--- src/rtl/mem_access_unit.sv ---
// Data-memory initiator: turns core load/store requests into word-indexed RAM cycles,
// with sub-word load extraction and read-modify-write for byte/halfword stores.
module mem_access_unit #(
  parameter int unsigned DEPTH_WORDS = 256,
  parameter int unsigned ADDR_W      = 8
) (
  input  logic        clk,
  input  logic        rst,
  input  logic        ReqValid,
  output logic        ReqReady,
  input  logic        ReqWrite,
  input  logic [1:0]  ReqSize,
  input  logic        ReqSigned,
  input  logic [31:0] ReqAddr,
  input  logic [31:0] ReqData,
  output logic        RespValid,
  output logic [31:0] RespData,
  output logic        RespErr,
  output logic        MemREn,
  output logic        MemWEn,
  output logic [31:0] MemAddr,
  output logic [31:0] MemDataWrite,
  input  logic [31:0] MemDataRead
);

  typedef enum logic [1:0] {StIdle, StRead, StRmwRd, StWrite} state_e;

  state_e            state_q;
  logic [1:0]        size_q;
  logic              signed_q;
  logic [ADDR_W+1:0] addr_q;
  logic [31:0]       data_q;
  logic [31:0]       merge_q;
  logic              resp_valid_q;
  logic              resp_err_q;
  logic [31:0]       resp_data_q;

  logic        req_err;
  logic [7:0]  byte_sel;
  logic [15:0] half_sel;
  logic [31:0] load_data;
  logic [31:0] merge_d;

  always_comb begin
    req_err = (ReqSize == 2'b11) ||
              ((ReqSize == 2'b01) && ReqAddr[0]) ||
              ((ReqSize == 2'b10) && (ReqAddr[1:0] != 2'b00)) ||
              (ReqAddr[31:2] >= 30'(DEPTH_WORDS));
  end

  // Load lane extraction and sub-word merge, both keyed off the captured request.
  always_comb begin
    byte_sel = MemDataRead[7:0];
    case (addr_q[1:0])
      2'd0:    byte_sel = MemDataRead[7:0];
      2'd1:    byte_sel = MemDataRead[15:8];
      2'd2:    byte_sel = MemDataRead[23:16];
      default: byte_sel = MemDataRead[31:24];
    endcase
    half_sel = addr_q[1] ? MemDataRead[31:16] : MemDataRead[15:0];

    load_data = MemDataRead;
    case (size_q)
      2'b00:   load_data = {{24{signed_q & byte_sel[7]}}, byte_sel};
      2'b01:   load_data = {{16{signed_q & half_sel[15]}}, half_sel};
      default: load_data = MemDataRead;
    endcase

    merge_d = MemDataRead;
    if (size_q == 2'b00) begin
      case (addr_q[1:0])
        2'd0:    merge_d[7:0]   = data_q[7:0];
        2'd1:    merge_d[15:8]  = data_q[7:0];
        2'd2:    merge_d[23:16] = data_q[7:0];
        default: merge_d[31:24] = data_q[7:0];
      endcase
    end else if (addr_q[1]) begin
      merge_d[31:16] = data_q[15:0];
    end else begin
      merge_d[15:0] = data_q[15:0];
    end
  end

  always_ff @(posedge clk) begin
    if (rst) begin
      state_q      <= StIdle;
      size_q       <= '0;
      signed_q     <= 1'b0;
      addr_q       <= '0;
      data_q       <= '0;
      merge_q      <= '0;
      resp_valid_q <= 1'b0;
      resp_err_q   <= 1'b0;
      resp_data_q  <= '0;
    end else begin
      resp_valid_q <= 1'b0;
      resp_err_q   <= 1'b0;
      resp_data_q  <= '0;
      case (state_q)
        StIdle: begin
          if (ReqValid) begin
            size_q   <= ReqSize;
            signed_q <= ReqSigned;
            addr_q   <= ReqAddr[ADDR_W+1:0];
            data_q   <= ReqData;
            if (req_err) begin
              resp_valid_q <= 1'b1;
              resp_err_q   <= 1'b1;
            end else if (!ReqWrite) begin
              state_q <= StRead;
            end else if (ReqSize == 2'b10) begin
              state_q <= StWrite;
            end else begin
              state_q <= StRmwRd;
            end
          end
        end
        StRead: begin
          resp_valid_q <= 1'b1;
          resp_data_q  <= load_data;
          state_q      <= StIdle;
        end
        StRmwRd: begin
          merge_q <= merge_d;
          state_q <= StWrite;
        end
        StWrite: begin
          resp_valid_q <= 1'b1;
          state_q      <= StIdle;
        end
        default: state_q <= StIdle;
      endcase
    end
  end

  assign ReqReady  = (state_q == StIdle);
  assign RespValid = resp_valid_q;
  assign RespErr   = resp_err_q;
  assign RespData  = resp_data_q;

  // Enables are gated by rst directly so an in-flight write is dropped in the reset cycle.
  assign MemREn       = !rst && ((state_q == StRead) || (state_q == StRmwRd));
  assign MemWEn       = !rst && (state_q == StWrite);
  assign MemAddr      = (state_q == StIdle) ? 32'h0 : 32'(addr_q[ADDR_W+1:2]);
  assign MemDataWrite = (state_q != StWrite) ? 32'h0 :
                        (size_q == 2'b10)    ? data_q : merge_q;

endmodule

--- config.mk ---
export PLATFORM = sky130hd
export DESIGN_NAME = mem_access_unit
export DESIGN_NICKNAME = d
export VERILOG_FILES = /design/src/rtl/mem_access_unit.sv
export SDC_FILE = /design/constraint.sdc
export NUM_CORES = 1
export LEC_CHECK = 0
export BUFFER_PORTS_ARGS = -buffer_cell sky130_fd_sc_hd__buf_2
export CAP_MARGIN = 30
export CORE_UTILIZATION = 40
export DETAILED_ROUTE_END_ITERATION = 10
export GPL_ROUTABILITY_DRIVEN = 0
export PLACE_DENSITY = 0.69
export SYNTH_ARGS = -nofsm -noshare
export SYNTH_HDL_FRONTEND = slang
export SYNTH_SLANG_ARGS = --single-unit
--- constraint.sdc ---
create_clock -name clk -period 1.5 [get_ports clk]
set_input_delay 0.375 -clock clk [delete_from_list [all_inputs] [get_ports clk]]
set_output_delay 0.375 -clock clk [all_outputs]
set_load 0.02 [all_outputs]
==> flow_summary.toml <==
[status]
status = "finished with violations"
violations = "negative setup slack"

[layout]
final_core_util = 0.695
fillers = 998
n_antenna_cell = 0
syn2layout_area_growth_pct = 69.1
final_area_um2 = 9200
drive_above_1_share = 0.505
nNetsFinal = 1046

[global_route]
grt_pass1_wl_um = 28900
antenna_found_initial = 1
grt_overflow = 0
grt_start_max_net_pins = 33
grt_usage = 0.266
grt_pass1_vias = 5731

[timing]
setup_viol_count_final = 86
final.setup_skew_ns = 0.00583
max_freq_ghz = 0.505
setup_ws_ns = -0.481
finalCritPeriodShare = 1.32
hold_violations = 0
fin_tns_setup_ns = -25.74
period_minus_slack_ns = 1.98
holdWs_ns = 0.191
slew_viol_final = 0
rsz0062_at_grt = "yes"

[worst_setup_path]
cp_common_cell = "buf_12"
path_delay_family = "buffers and inverters"
reg2reg_to = "merge_q[30]"
crit_fanout = 6
critPathKind = "reg -> out"
reg2reg_setup_slack_ns = -0.34
crit-reg2reg-launch = "size_q[1]"
crit_cells = 7
end_kind = "output pin"
cp.required_ns = 1.12
path_buf_inv = 4
startpoint_type = "flip-flop"
arrival_ns = 1.61
cp_cell_sequence = "inv_4 > nor2_4 > buf_12 > buf_12 > nand2_1 > a21boi_4 > buf_6"
reg2regPathDepth = 8
cpPeakStageDelay_ns = 0.35
slowest_stage = "dfxtp_4"

[routing]
ant_nets = 0
routed_wl_um = 19500
first_iter_violations = 456
drc = 0
drt-pass1-iter-count = 5
wl_per_cell_um = 17.3
via_count = 5993
viasPerCell = 5.31

[floorplan]
core_um2 = 13200
die_w_um = 119
placementRows = 42
initial_utilization = 0.411
die_h_um = 119
ios = 204
dieArea_um2 = 14100

[yosys]
synthTopCellsByCount = "nand2_1 (180), dfxtp_1 (113), a21oi_1 (68), nor2_1 (43), clkbuf_1 (42)"
synth_seq_area_share = 0.416
ys_types = 43
ys.flop_type = "dfxtp_1"
ys_ff_latch = 113
synth.avg_cell_area_um2 = 7.85
ys_warn_count = 0
synth_most_common_cell = "nand2_1"
syn_inst = 693
synth_area_um2 = 5440
synth_edf_count = 0
ys_async_sr_fraction = 0
synth_top_area_frac = 0.416
synth_top_area_cell = "dfxtp_1"
synthTopCellsByArea = "dfxtp_1 (42%), nand2_1 (12%), a21oi_1 (6.3%)"

[clock_network]
cts_sinks = 113
cts_tree = "done"
clock_path_buffers = 2
cts-root-buf = "clkbuf_16"
cts_buffers = 17
cts_hold_buf = 0
cts-htree-levels = 4
clkTransAtPathRegs_ns = 0.05
clk_latency_ns = 0.42

[power_and_ir_drop]
cellLeakagePower_nw = 4.00
vdd_drop_max_mv = 1.29
power_density_nw_per_um2 = 1500

[placed_design]
port-buffer-count = 179
dpl_cell_area_um2 = 7440
post-place-ws_ns = -0.199
hpwlAfterDp_um = 13300

[worst_hold_path]
min_to = "addr_q[7]"
hold_depth = 3
hold_path.class = "in -> reg"
holdCritStartpoint = "ReqAddr[7]"

[run]
cap_violations = 0
==> layout make-up <==
| cell class | instances | area, um2 | share of cell area |
|---|---|---|---|
| clock inverter | 14 | 166 | 0.0181 |
| timing repair buffer | 281 | 2270 | 0.247 |
| tap | 176 | 220 | 0.0239 |
| multi-input combinational | 521 | 3820 | 0.415 |
| sequential | 113 | 2280 | 0.247 |
| inverter | 5 | 23.8 | 0.00258 |
| clock buffer | 18 | 429 | 0.0466 |
==> placed cells by master (no fill, tap or decap), types with 23 or more instances in the layout <==
cell type	count
nand2_1	136
buf_2	136
dfxtp_1	108
buf_4	66
buf_6	59
a21oi_1	57
nor2_1	41
a21boi_4	31
nand2_2	29
conb_1	24
a21o_1	23
==> worst reg2reg max path, delay by kind of cell, from the launching register on <==
kind            cells  cell delay, ns
compound gates      3            0.52
buf+inv             4            0.59
flops               1            0.35
simple gates        1            0.29
==> kinds of logic after synthesis <==
logic type / share of synthesized area
simple gates: 0.211
buf+inv: 0.0766
flops: 0.416
compound gates: 0.264
mux: 0.0228
fa+ha+maj: 0.00920
other cells: 0.000689
==> power by group <==
part	total [W]	switching (W)	internal, W
Sequential	0.00399	0.000414	0.00358
Combinational	0.00579	0.00313	0.00266
Clock	0.00405	0.00146	0.00260
Total	0.0138	0.00500	0.00884
==> how the worst max path moves through the flow <==
stage | slack (ns) | endpoint | startpoint
floorplan | 0.002 | state_q[0] | ReqAddr[13]
global placement | -0.18 | state_q[0] | ReqAddr[10]
detailed placement | -0.20 | state_q[0] | ReqAddr[24]
CTS | -0.48 | MemDataWrite[15] | size_q[1]
global route | -0.53 | MemDataWrite[15] | size_q[1]
finish | -0.48 | MemDataWrite[15] | size_q[1]
==> registers in the layout, summed over array words and instances, names as in the netlist <==
name and flops:
size_q 2, signed_q 1, RespValid 1, RespErr 1
merge_q 32, data_q 32, RespData 32, state_q 2
addr_q 10
==> through the flow <==
step	power (W)	instances
6_report	0.0138	1128
3_3_place_gp	0.00842	1073
3_5_place_dp	0.00847	1073
5_1_grt	0.0145	1128
2_1_floorplan	0.00692	716
4_1_cts	0.0133	1117
==> per-layer routing <==
layer / vias up / wire length (um) / GRT usage
met5: - / 0 / 0
met4: 0 / 462 / 0.103
met1: 2818 / 7710 / 0.313
met3: 48 / 1450 / 0.0719
li1: 2849 / - / -
met2: 278 / 9830 / 0.458
==> timing repair <==
item,4_1_cts,5_1_grt
endpoints found under the setup margin,81,130
gates cloned,4,4
endpoints found under the hold margin,0,0
buffers inserted,10,9
resized for setup,164,87
pin swaps,33,68
No activity file was read; power rests on OpenSTA's default activity.
